### src/rtl/irq_counter_pkg.sv
// -----------------------------------------------------------------------------
// irq_counter_pkg
// Shared types and constants for the mapper IRQ prescale counter:
//   src_e   - tick source select (MODE[1:0])
//   dir_e   - count direction (MODE[7:6]); 00/11 halt counting
//   REG_*   - register indices on the mapper register bus
//   dir_active() - true for the two directions that actually count
// -----------------------------------------------------------------------------
package irq_counter_pkg;

    typedef enum logic [1:0] {
        SRC_CPU   = 2'd0,
        SRC_A12   = 2'd1,
        SRC_PPURD = 2'd2,
        SRC_CPUWR = 2'd3
    } src_e;

    typedef enum logic [1:0] {
        DIR_HALT_LO = 2'b00,
        DIR_UP      = 2'b01,
        DIR_DOWN    = 2'b10,
        DIR_HALT_HI = 2'b11
    } dir_e;

    localparam logic [2:0] REG_CTRL      = 3'd0;
    localparam logic [2:0] REG_MODE      = 3'd1;
    localparam logic [2:0] REG_DISABLE   = 3'd2;
    localparam logic [2:0] REG_ENABLE    = 3'd3;
    localparam logic [2:0] REG_PRESCALER = 3'd4;
    localparam logic [2:0] REG_COUNTER   = 3'd5;
    localparam logic [2:0] REG_XOR       = 3'd6;
    localparam logic [2:0] REG_ACK       = 3'd7;

    function automatic logic dir_active(input dir_e d);
        return (d == DIR_UP) || (d == DIR_DOWN);
    endfunction

endpackage

### src/rtl/irq_prescale_counter_if.sv
// -----------------------------------------------------------------------------
// irq_prescale_counter_if
// Mapper register bus into the IRQ counter.
//   reg_we    - decoded register write (already qualified by the mapper)
//   reg_addr  - register index 0..7
//   reg_wdata - write data
//   reg_rdata - combinational read data for reg_addr
// master: mapper decode side; slave: IRQ counter.
// -----------------------------------------------------------------------------
interface irq_prescale_counter_if #(
    parameter int unsigned DW = 8
);
    logic          reg_we;
    logic [2:0]    reg_addr;
    logic [DW-1:0] reg_wdata;
    logic [DW-1:0] reg_rdata;

    modport master (output reg_we, output reg_addr, output reg_wdata, input reg_rdata);
    modport slave  (input reg_we, input reg_addr, input reg_wdata, output reg_rdata);
endinterface

### src/rtl/irq_tick_source.sv
// -----------------------------------------------------------------------------
// irq_tick_source
// Selects the raw event that advances the IRQ prescaler.
//   i_clk, i_rst_n - clock, asynchronous active-low reset
//   i_ce           - CPU M2 enable          (SRC_CPU, SRC_CPUWR)
//   i_ppu_ce       - PPU cycle enable       (SRC_A12, SRC_PPURD)
//   i_cpu_write    - CPU write strobe       (SRC_CPUWR)
//   i_chr_a12      - PPU address bit 12     (SRC_A12 rising edge)
//   i_chr_read     - PPU read strobe        (SRC_PPURD)
//   i_src          - source select
//   o_tick         - one-cycle raw event (not yet gated by enable/direction)
// Build option IRQ_A12_FILTER_EN: an A12 rise only counts after A12 has been
// low for at least A12_LOW_MIN consecutive ppu_ce samples.
// -----------------------------------------------------------------------------
module irq_tick_source
    import irq_counter_pkg::*;
#(
    parameter int unsigned A12_LOW_MIN = 3
) (
    input  logic i_clk,
    input  logic i_rst_n,
    input  logic i_ce,
    input  logic i_ppu_ce,
    input  logic i_cpu_write,
    input  logic i_chr_a12,
    input  logic i_chr_read,
    input  src_e i_src,
    output logic o_tick
);

    logic r_a12_prev;
    logic w_a12_rise;

    // A12 is only meaningful when sampled on a PPU cycle.
    always_ff @(posedge i_clk or negedge i_rst_n) begin
        if (!i_rst_n) begin
            r_a12_prev <= 1'b0;
        end else if (i_ppu_ce) begin
            r_a12_prev <= i_chr_a12;
        end
    end

`ifdef IRQ_A12_FILTER_EN
    localparam int unsigned LW = (A12_LOW_MIN < 2) ? 1 : $clog2(A12_LOW_MIN + 1);
    localparam logic [LW-1:0] LOW_MIN = LW'(A12_LOW_MIN);

    logic [LW-1:0] r_low_cnt;

    // Saturating count of consecutive low samples; any high sample restarts it.
    always_ff @(posedge i_clk or negedge i_rst_n) begin
        if (!i_rst_n) begin
            r_low_cnt <= '0;
        end else if (i_ppu_ce) begin
            if (i_chr_a12) begin
                r_low_cnt <= '0;
            end else if (r_low_cnt < LOW_MIN) begin
                r_low_cnt <= r_low_cnt + 1'b1;
            end
        end
    end

    assign w_a12_rise = i_ppu_ce && i_chr_a12 && !r_a12_prev && (r_low_cnt >= LOW_MIN);
`else
    assign w_a12_rise = i_ppu_ce && i_chr_a12 && !r_a12_prev;

    // The unfiltered detector has no use for the low-time threshold.
    if (A12_LOW_MIN == 0) begin : g_low_min_unused
    end
`endif

    always_comb begin
        o_tick = 1'b0;
        case (i_src)
            SRC_CPU:   o_tick = i_ce;
            SRC_A12:   o_tick = w_a12_rise;
            SRC_PPURD: o_tick = i_ppu_ce && i_chr_read;
            SRC_CPUWR: o_tick = i_ce && i_cpu_write;
            default:   o_tick = 1'b0;
        endcase
    end

endmodule

### src/rtl/irq_prescale_counter.sv
// -----------------------------------------------------------------------------
// irq_prescale_counter
// Mapper IRQ timer: selectable tick source -> prescaler -> event counter ->
// pending flag. PRESCALER/COUNTER loads are XOR-obfuscated with the XOR reg.
// Ports:
//   clk, reset_n  - clock, asynchronous active-low reset
//   ce            - CPU M2 enable
//   ppu_ce        - PPU cycle enable
//   cpu_write     - CPU write strobe
//   chr_a12       - PPU address bit 12
//   chr_read      - PPU read strobe
//   bus           - register bus (reg_we/reg_addr/reg_wdata/reg_rdata)
//   irq           - pending && enabled
// Registers: 0 CTRL, 1 MODE, 2 DISABLE, 3 ENABLE, 4 PRESCALER, 5 COUNTER,
//            6 XOR, 7 ACK. MODE: [1:0] src, [2] short prescale,
//            [3] auto-reload, [7:6] direction. DW must be at least 8.
// Build option IRQ_A12_FILTER_EN enables the A12 low-time filter.
// -----------------------------------------------------------------------------
module irq_prescale_counter
    import irq_counter_pkg::*;
#(
    parameter int unsigned DW          = 8,
    parameter int unsigned PRESCALE_W  = 8,
    parameter int unsigned COUNT_W     = 8,
    parameter int unsigned A12_LOW_MIN = 3
) (
    input  logic                   clk,
    input  logic                   reset_n,
    input  logic                   ce,
    input  logic                   ppu_ce,
    input  logic                   cpu_write,
    input  logic                   chr_a12,
    input  logic                   chr_read,
    irq_prescale_counter_if.slave  bus,
    output logic                   irq
);

    logic [DW-1:0]         r_mode;
    logic [DW-1:0]         r_xor;
    logic [PRESCALE_W-1:0] r_prescaler;
    logic [COUNT_W-1:0]    r_counter;
    logic [COUNT_W-1:0]    r_reload;
    logic                  r_enable;
    logic                  r_pending;

    src_e                  w_src;
    dir_e                  w_dir;
    logic                  w_up;
    logic                  w_src_tick;
    logic                  w_tick;
    logic [DW-1:0]         w_load;
    logic                  w_wr_ctrl, w_wr_mode, w_wr_dis, w_wr_en;
    logic                  w_wr_pre, w_wr_cnt, w_wr_xor, w_wr_ack;
    logic                  w_disable, w_enable_set;
    logic                  w_pre_term, w_cnt_term, w_cnt_step, w_set_pending;
    logic [PRESCALE_W-1:0] w_pre_next;
    logic [COUNT_W-1:0]    w_cnt_next;

    assign w_src = src_e'(r_mode[1:0]);
    assign w_dir = dir_e'(r_mode[7:6]);
    assign w_up  = (w_dir == DIR_UP);

    irq_tick_source #(
        .A12_LOW_MIN (A12_LOW_MIN)
    ) u_tick_source (
        .i_clk       (clk),
        .i_rst_n     (reset_n),
        .i_ce        (ce),
        .i_ppu_ce    (ppu_ce),
        .i_cpu_write (cpu_write),
        .i_chr_a12   (chr_a12),
        .i_chr_read  (chr_read),
        .i_src       (w_src),
        .o_tick      (w_src_tick)
    );

    assign w_wr_ctrl = bus.reg_we && (bus.reg_addr == REG_CTRL);
    assign w_wr_mode = bus.reg_we && (bus.reg_addr == REG_MODE);
    assign w_wr_dis  = bus.reg_we && (bus.reg_addr == REG_DISABLE);
    assign w_wr_en   = bus.reg_we && (bus.reg_addr == REG_ENABLE);
    assign w_wr_pre  = bus.reg_we && (bus.reg_addr == REG_PRESCALER);
    assign w_wr_cnt  = bus.reg_we && (bus.reg_addr == REG_COUNTER);
    assign w_wr_xor  = bus.reg_we && (bus.reg_addr == REG_XOR);
    assign w_wr_ack  = bus.reg_we && (bus.reg_addr == REG_ACK);

    assign w_load       = bus.reg_wdata ^ r_xor;
    assign w_disable    = (w_wr_ctrl && !bus.reg_wdata[0]) || w_wr_dis;
    assign w_enable_set = (w_wr_ctrl &&  bus.reg_wdata[0]) || w_wr_en;

    // A disabling write swallows any tick landing in the same cycle, so the
    // counter holds and no pending edge can sneak past the clear.
    assign w_tick = w_src_tick && r_enable && dir_active(w_dir) && !w_disable;

    always_comb begin
        w_pre_term = 1'b0;
        if (w_up) begin
            w_pre_term = r_mode[2] ? (&r_prescaler[2:0]) : (&r_prescaler);
        end else begin
            w_pre_term = r_mode[2] ? (~|r_prescaler[2:0]) : (~|r_prescaler);
        end
        w_pre_next = w_up ? (r_prescaler + PRESCALE_W'(1)) : (r_prescaler - PRESCALE_W'(1));

        w_cnt_term = w_up ? (&r_counter) : (~|r_counter);
        if (w_cnt_term && r_mode[3]) begin
            w_cnt_next = r_reload;
        end else begin
            w_cnt_next = w_up ? (r_counter + COUNT_W'(1)) : (r_counter - COUNT_W'(1));
        end
    end

    assign w_cnt_step    = w_tick && w_pre_term;
    assign w_set_pending = w_cnt_step && w_cnt_term;

    always_ff @(posedge clk or negedge reset_n) begin
        if (!reset_n) begin
            r_mode      <= '0;
            r_xor       <= '0;
            r_prescaler <= '0;
            r_counter   <= '0;
            r_reload    <= '0;
            r_enable    <= 1'b0;
            r_pending   <= 1'b0;
        end else begin
            if (w_wr_mode) begin
                r_mode <= bus.reg_wdata;
            end
            if (w_wr_xor) begin
                r_xor <= bus.reg_wdata;
            end

            if (w_wr_cnt) begin
                r_counter <= COUNT_W'(w_load);
                r_reload  <= COUNT_W'(w_load);
            end else if (w_cnt_step) begin
                r_counter <= w_cnt_next;
            end

            if (w_disable) begin
                r_enable    <= 1'b0;
                r_pending   <= 1'b0;
                r_prescaler <= '0;
            end else begin
                if (w_enable_set) begin
                    r_enable <= 1'b1;
                end
                if (w_wr_pre) begin
                    r_prescaler <= PRESCALE_W'(w_load);
                end else if (w_tick) begin
                    r_prescaler <= w_pre_next;
                end
                // A fresh terminal wins over an ACK in the same cycle.
                if (w_set_pending) begin
                    r_pending <= 1'b1;
                end else if (w_wr_ack) begin
                    r_pending <= 1'b0;
                end
            end
        end
    end

    always_comb begin
        bus.reg_rdata = '0;
        case (bus.reg_addr)
            REG_CTRL:      bus.reg_rdata = DW'({r_pending, r_enable});
            REG_MODE:      bus.reg_rdata = r_mode;
            REG_PRESCALER: bus.reg_rdata = DW'(r_prescaler);
            REG_COUNTER:   bus.reg_rdata = DW'(r_counter);
            REG_XOR:       bus.reg_rdata = r_xor;
            default:       bus.reg_rdata = '0;
        endcase
    end

    assign irq = r_pending && r_enable;

endmodule

### src/flat_wrapper.sv
// flat-port wrapper written by rule: the top's interface ports become plain ports
module irq_prescale_counter_flat import irq_counter_pkg::*;
#(
    parameter int unsigned DW          = 8,
    parameter int unsigned PRESCALE_W  = 8,
    parameter int unsigned COUNT_W     = 8,
    parameter int unsigned A12_LOW_MIN = 3
)
  (clk, reset_n, ce, ppu_ce, cpu_write, chr_a12, chr_read, irq, bus_reg_we, bus_reg_addr, bus_reg_wdata, bus_reg_rdata);
  irq_prescale_counter_if #(.DW(DW)) bus_i ();
  input  logic clk;
  input  logic reset_n;
  input  logic ce;
  input  logic ppu_ce;
  input  logic cpu_write;
  input  logic chr_a12;
  input  logic chr_read;
  output logic irq;
  input wire logic [$bits(bus_i.reg_we)-1:0] bus_reg_we;
  input wire logic [$bits(bus_i.reg_addr)-1:0] bus_reg_addr;
  input wire logic [$bits(bus_i.reg_wdata)-1:0] bus_reg_wdata;
  output wire logic [$bits(bus_i.reg_rdata)-1:0] bus_reg_rdata;
  assign bus_i.reg_we = bus_reg_we;
  assign bus_i.reg_addr = bus_reg_addr;
  assign bus_i.reg_wdata = bus_reg_wdata;
  assign bus_reg_rdata = bus_i.reg_rdata;
  irq_prescale_counter #(.DW(DW), .PRESCALE_W(PRESCALE_W), .COUNT_W(COUNT_W), .A12_LOW_MIN(A12_LOW_MIN)) u_core (.clk(clk), .reset_n(reset_n), .ce(ce), .ppu_ce(ppu_ce), .cpu_write(cpu_write), .chr_a12(chr_a12), .chr_read(chr_read), .bus(bus_i), .irq(irq));
endmodule
### config.mk
export PLATFORM = sky130hd
export DESIGN_NAME = irq_prescale_counter_flat
export DESIGN_NICKNAME = d
export VERILOG_FILES = /design/src/rtl/irq_counter_pkg.sv /design/src/rtl/irq_prescale_counter_if.sv /design/src/rtl/irq_tick_source.sv /design/src/rtl/irq_prescale_counter.sv /design/src/flat_wrapper.sv
export SDC_FILE = /design/constraint.sdc
export NUM_CORES = 1
export LEC_CHECK = 0
export ABC_AREA = 1
export CAP_MARGIN = 20
export CORE_MARGIN = 5
export CORE_UTILIZATION = 45
export DETAILED_ROUTE_END_ITERATION = 7
export DONT_BUFFER_PORTS = 1
export HOLD_SLACK_MARGIN = 0.1
export SYNTH_ARGS = -nofsm -noshare
export SYNTH_HDL_FRONTEND = slang
export SYNTH_SLANG_ARGS = --single-unit
### constraint.sdc
create_clock -name clk -period 3.2 [get_ports clk]
set_clock_uncertainty 0.2 [all_clocks]
set_input_delay 0.16 -clock clk [delete_from_list [all_inputs] [get_ports clk]]
set_output_delay 0.16 -clock clk [all_outputs]
set_load 0.005 [all_outputs]
==> metrics.yaml, run 1 <==
status:
  status: "finished, final reports clean"
setup_path:
  max_stage_delay_ns: 0.49
  crit_type: "reg -> reg"
  critPathBufInv: 2
  path_cells: "inv_1, ha_1, inv_1, ha_1, a21oi_1, or2_2, nand3_1, nand2_1, nand3_1, nand2_1, nand2_1, nand2_1"
  r2r-end: "u_core.r_prescaler[6]"
  crit_path_frequent_cell: "nand2_1"
  end_kind: "flip-flop"
  path_delay_family: "adder cells"
  timing.rr.start: "u_core.r_mode[7]"
  r2r_slack_ns: 0.59
  cp_data_required_time_ns: 3.21
  cp_data_arrival_time_ns: 2.62
  r2r_cells: 12
  slowest_stage: "ha_1"
  startpoint_type: "flip-flop"
  cp_max_fo: 14
die:
  core-area_sq_mm: 0.00676
  rows: 30
  io_pins: 28
  start_util_pct: 45.8
  dieHeight_microns: 92.9
  die-width_microns: 92.9
  dieArea_sq_mm: 0.00863
pwr:
  p_sw_w: 0.00134
  leakagePower_nw: 1.80
  intPower_w: 0.00157
  pwr-share-seq_pct: 32.0
  p_per_area_mw_per_mm2: 832
  peakVddDrop_mv: 0.310
  pwr-share-clk_pct: 15.8
  swShare_pct: 46.0
  pwr-share-comb_pct: 52.1
cells_and_area:
  fin_util_pct: 51.7
  area_growth_pct: 12.9
  diodes: 0
  fillers: 667
  register_area_sq_mm: 0.00108
  nets: 490
  drive_gt1_share_pct: 7.22
  multiInputGateArea_sq_mm: 0.00175
  fin_cells: 537
min_path:
  hold_end: "u_core.r_mode[6]"
  hold_path_startpoint: "bus_reg_we"
  hold_path_class: "in -> reg"
  hold_depth: 3
routing:
  dr.first_iter.drc_count: 172
  drc_errors: 0
  vias_per_cell: 5.41
  first_pass_iters: 5
  antenna_left: 0
  dr_wl_met2_mm: 3.75
  drt-met1-wl_mm: 3.97
  top_layer: "met4"
  wl_met3_microns: 392
  wl_per_cell_microns: 15.5
  wirelength_mm: 8.32
  vias: 2906
grt:
  grt_pass1_wl_mm: 14.1
  antenna_found_initial: 0
  gr-usage-all-layers_pct: 20.6
  grt_max_degree: 44
  gr-total-overflow: 0
  grt_pass1_vias: 2775
synth:
  avgSynthCellArea_sq_um: 7.11
  synth_warnings: 0
  yosys_register_bits: 43
  ys_seq_area_share_pct: 34.8
  syn_area_sq_mm: 0.00309
  synth_area_leaders: "dfrtp_1, nand2_1, inv_1"
  synth-main-ff-cell: "dfrtp_1"
  syn_inst: 435
  synth_top_cell_by_area: "dfrtp_1"
  async_reset_ff_share_pct: 100
  synth_cell_types: 38
  synth_edf_count: 0
  syn_nets: 469
  synth_top_area_share_pct: 34.8
clock_tree:
  cts_max_path_buffers: 2
  clkSlewWorstSetupHoldPaths_ns: 0.09
  cts_made_buffers: 5
  cts_tree: "done"
  clock_latency_ns: 0.30
  cts_num_sinks: 43
  cts_root_buf: "clkbuf_8"
  htree_num_levels: 2
  cts_setup_buffers: 0
timing:
  worst-slew-pin-transition_ns: 0.508
  max_clock_freq_mhz: 383
  setup_viol: 0
  hold_viol_final: 0
  slew_headroom_pct: 66.1
  min_period_over_period_pct: 81.6
  fin_setup_tns_ns: 0
  timing.final.max_slew_violations: 0
  fin_ws_ns: 0.589
  grt_setup_unrepaired: "false"
  period_minus_slack_ns: 2.61
job:
  drv_cap: 0
placed_design:
  placed_cells: 510
  numPortBuffers: 0
  dp_hpwl_mm: 6.37
  gp_congestion: 0.884
  dpl_worst_slack_ns: 0.587
==> layout by cell type (no fill, tap or decap), drive strengths merged, types with 2 or more instances in the layout <==
| master | count |
|---|---|
| nand3 | 40 |
| clkbuf | 6 |
| o22ai | 6 |
| o2111ai | 3 |
| nand4 | 10 |
| nand3b | 2 |
| nor2 | 19 |
| dfrtp | 43 |
| o21ai | 32 |
| fa | 2 |
| xnor2 | 9 |
| dlygate4sd3 | 18 |
| a221o | 2 |
| nand2 | 161 |
| ha | 13 |
| nor3 | 4 |
| inv | 62 |
| a21oi | 7 |
| xor2 | 5 |
| or2 | 4 |
==> how the worst max path moves through the flow <==
stage | to | slack, ns | from | depth (start not counted)
floorplan | u_core.r_prescaler[6] | 0.89 | u_core.r_mode[7] | 12
global placement | u_core.r_prescaler[6] | 0.64 | u_core.r_mode[7] | 12
detailed placement | u_core.r_prescaler[6] | 0.59 | u_core.r_mode[7] | 12
CTS | u_core.r_prescaler[6] | 0.57 | u_core.r_mode[7] | 12
global route | u_core.r_prescaler[5] | 0.32 | u_core.r_mode[7] | 12
finish | u_core.r_prescaler[6] | 0.59 | u_core.r_mode[7] | 12
==> cells in the mapped netlist (2+ instances only) <==
| cell type | number |
|---|---|
| nand2_1 | 155 |
| inv_1 | 54 |
| dfrtp_1 | 43 |
| nand3_1 | 39 |
| o21ai_0 | 31 |
| nor2_1 | 14 |
| ha_1 | 13 |
| nand4_1 | 10 |
| xnor2_1 | 9 |
| a21oi_1 | 7 |
| inv_2 | 6 |
| o22ai_1 | 6 |
| xor2_1 | 5 |
| nand2_4 | 4 |
| nor3_1 | 4 |
| nor2_4 | 3 |
| o2111ai_1 | 3 |
| a221o_1 | 2 |
| buf_2 | 2 |
| clkbuf_1 | 2 |
| fa_1 | 2 |
| nand2_2 | 2 |
| nand3b_1 | 2 |
| nor2_2 | 2 |
| or2_0 | 2 |
==> power by group through the flow <==
stage          Clock (W)  Combinational (W)  Sequential, W
4_1_cts         0.000467            0.00152       0.000924
5_1_grt         0.000497            0.00176       0.000950
3_3_place_gp           0            0.00145       0.000931
3_5_place_dp           0            0.00146       0.000935
2_1_floorplan          0            0.00119       0.000839
6_report        0.000460            0.00151       0.000931
==> tightest hold or removal path, delay by kind of cell <==
family	cells	cell delay, ns
AND/OR/NAND/NOR	2	0.38
AO/OA/AOI/OAI	1	0.07
==> sequential cells by signal, summed over array words and instances, names as in the netlist <==
register and cells:
u_core.r_mode 8, u_core.r_xor 8, u_core.r_enable 1, u_core.r_counter 8, u_core.r_reload 8, u_core.r_prescaler 8
u_core.r_pending 1, u_core.u_tick_source.r_a12_prev 1
==> logic make-up after synthesis <==
logic type	share of synthesized area [%]
and+or+nand+nor	34.9
buffers and inverters	8.58
AOI/OAI and AO/OA	11.2
DFF	34.8
adders and majority gates	6.55
xor gates and xnor gates	3.96
==> layer usage <==
metal,global-route usage [%],vias to the layer above
met1,29.4,1346
met4,7.33,0
met3,2.92,14
li1,-,1463
met5,0,-
met2,31.7,83
==> layout make-up <==
type / instances / share of cell area, %
Sequential cell: 43 / 30.8
Inverter: 62 / 6.77
Timing Repair Buffer: 19 / 5.95
Clock inverter: 2 / 1.11
Multi-Input combinational cell: 325 / 50.1
Tap cell: 80 / 2.87
Clock buffer: 6 / 2.36
==> stage by stage <==
| stage | hold WS, ns | total power [W] | area, sq um |
|---|---|---|---|
| after CTS | 0.149 | 0.00291 | 3490 |
| after floorplan | -0.336 | 0.00203 | 3090 |
| final | 0.144 | 0.00291 | 3490 |
| after global routing | 0.159 | 0.00321 | 3490 |
| after detailed placement | -0.334 | 0.00240 | 3160 |
| after global placement | -0.334 | 0.00238 | 3160 |
==> timing repair <==
action / 4_1_cts / 5_1_grt
hold buffers: 19 / 0
endpoints found under the hold margin: 83 / 0
gates resized for setup: 0 / 0
(Power assumes the default switching activity.)
==> inputs of run 2 (changes only) <==
- clock period: 3.2 -> 2.19 ns (I/O delays scaled with it)
==> metrics.yaml, run 2 (synthesis results as in run 1) <==
status:
  status: "finished with violations"
  violations: "negative setup slack"
grt:
  antenna_found_initial: 0  # unchanged
  grt_pass1_vias: 2866  # +3.3%
  gr-usage-all-layers_pct: 20.7  # +0.13 points
  gr-total-overflow: 0  # unchanged
  grt_max_degree: 44  # unchanged
  grt_pass1_wl_mm: 14.2  # +0.59%
setup_path:
  r2r_slack_ns: -0.04  # -0.63 ns
  r2r_cells: 15  # +3
  end_kind: "flip-flop"
  crit_type: "reg -> reg"
  cp_data_required_time_ns: 2.18  # -1.03 ns
  cp-endpoint: "u_core.r_counter[6]"
  cp_data_arrival_time_ns: 2.22  # -0.40 ns
  timing.rr.start: "u_core.r_mode[7]"
  startpoint_type: "flip-flop"
  r2r-end: "u_core.r_counter[6]"
  cp_max_fo: 7  # -7
  cp-startpoint: "u_core.r_mode[7]"
cells_and_area:
  nets: 514  # +4.9%
  diodes: 0  # unchanged
  mostFrequentLayoutCell: "nand2_1"
  most-common-layout-cells: "nand2_1, inv_1, dfrtp_1"
  fin_cells: 561  # +4.5%
  fin_util_pct: 59.2  # +7.5 points
  area_growth_pct: 29.3
  drive_gt1_share_pct: 22.7  # +15 points
routing:
  first_pass_iters: 4  # -1
  vias: 2972  # +2.3%
  drc_errors: 0  # unchanged
  antenna_left: 0  # unchanged
  wirelength_mm: 8.89  # +6.8%
  dr.first_iter.drc_count: 224  # +30%
  wl_per_cell_microns: 15.8  # +2.2%
  vias_per_cell: 5.30  # -2.1%
clock_tree:
  htree_num_levels: 2  # unchanged
  cts_num_sinks: 43  # unchanged
  clock_latency_ns: 0.30  # about the same
  cts_tree: "done"
  cts_made_buffers: 5  # unchanged
  cts_max_path_buffers: 2  # unchanged
  cts_root_buf: "clkbuf_8"
  clkSlewWorstSetupHoldPaths_ns: 0.09  # about the same
die:
  start_util_pct: 45.8  # unchanged
  die-width_microns: 92.9  # unchanged
  io_pins: 28  # unchanged
  core-area_sq_mm: 0.00676  # unchanged
  dieArea_sq_mm: 0.00863  # unchanged
  rows: 30  # unchanged
  dieHeight_microns: 92.9  # unchanged
pwr:
  peakVddDrop_mv: 0.532  # +72%
  p_per_area_mw_per_mm2: 1270  # +52%
  leakagePower_nw: 1.95  # +8.4%
timing:
  hold_slack_ns: 0.0786  # -0.0650 ns
  timing.final.max_slew_violations: 0  # unchanged
  period_minus_slack_ns: 2.23  # -0.384 ns
  max_clock_freq_mhz: 449  # +17%
  slew_headroom_pct: 68.5  # +2.5 points
  worst-slew-pin-transition_ns: 0.471  # -0.0373 ns
  hold_viol_final: 0  # unchanged
  min_period_over_period_pct: 102  # +20 points
  grt_setup_unrepaired: "true"
  fin_ws_ns: -0.0376  # -0.626 ns
  fin_setup_tns_ns: -0.0668  # -0.0668 ns
  setup_viol: 3  # +3
placed_design:
  dp_hpwl_mm: 6.42  # +0.85%
  gp_congestion: 0.900  # +1.9%
  placed_cells: 529  # +3.7%
  numPortBuffers: 0  # unchanged
min_path:
  hold_path_class: "in -> async"
job:
  drv_cap: 0  # unchanged
## run 2: cell count changes in the layout (fill, tap and decap cells not counted), moves of 5 or more
cell,previous run,this run
nand3_1,39,31
inv_1,54,49
nand3_2,0,6
ha_4,0,13
nand2_1,155,136
nand2_2,2,21
buf_4,0,18
ha_1,13,0
## run 2: per-stage QoR
step | setup slack [ns] | instance area, sq um | power (W)
global route | -0.153 | 4000 | 0.00556
detailed placement | -0.0659 | 3340 | 0.00371
global placement | -0.0421 | 3340 | 0.00368
CTS | -0.0522 | 3680 | 0.00438
floorplan | -0.0596 | 3110 | 0.00297
finish | -0.0376 | 4000 | 0.00506
## run 2: worst min path at each step
stage	depth (start not counted)	slack, ns	to
final	2	0.08	u_core.r_reload[0]
after global routing	2	0.11	u_core.r_reload[0]
after CTS	2	0.10	u_core.r_xor[5]
after detailed placement	0	-0.38	u_core.r_reload[4]
after global placement	0	-0.38	u_core.r_reload[3]
after floorplan	0	-0.39	u_core.r_counter[0]
## run 2: power by group
| part | switching, W | total [W] | internal (W) |
|---|---|---|---|
| registers | 0.000384 | 0.00141 | 0.00103 |
| logic | 0.00164 | 0.00310 | 0.00146 |
| clock network | 0.000290 | 0.000548 | 0.000258 |
## run 2: repair_timing
action,in CTS,in global routing
cloned,0,1
hold buffers,22,0
pin swaps,0,16
resized for setup,3,54
buffers inserted,0,1
setup endpoints to repair,9,15
endpoints found under the hold margin,86,0
## run 2: critical path, stage by stage (launching register included)
cell and delay [ns]:
dfrtp_1 0.40, inv_2 0.08, ha_4 0.14, clkinvlp_4 0.13, buf_12 0.18, fa_2 0.37, nand2_2 0.07, nand2_2 0.08
nand3_2 0.08, nand3_1 0.07, nand2_1 0.07, nand2_1 0.05, nand3_1 0.06, nand2_1 0.05, nand2_1 0.05, nand2_1 0.04
## run 2: routing by layer
layer	vias up	global-route usage, %	wire length [microns]
met5	-	0	0
met4	0	4.64	116
li1	1495	-	-
met2	56	33.8	4390
met1	1408	28.7	4020
met3	13	3.74	364
## run 2: area by class of cell
class                           count  area [sq um]
Fill cell                         632          2760
Sequential cell                    43          1080
Timing Repair Buffer               43           422
Clock inverter                      2          16.3
Inverter                           62           240
Multi-Input combinational cell    325          2060
Tap cell                           80           100
Clock buffer                        6          82.6
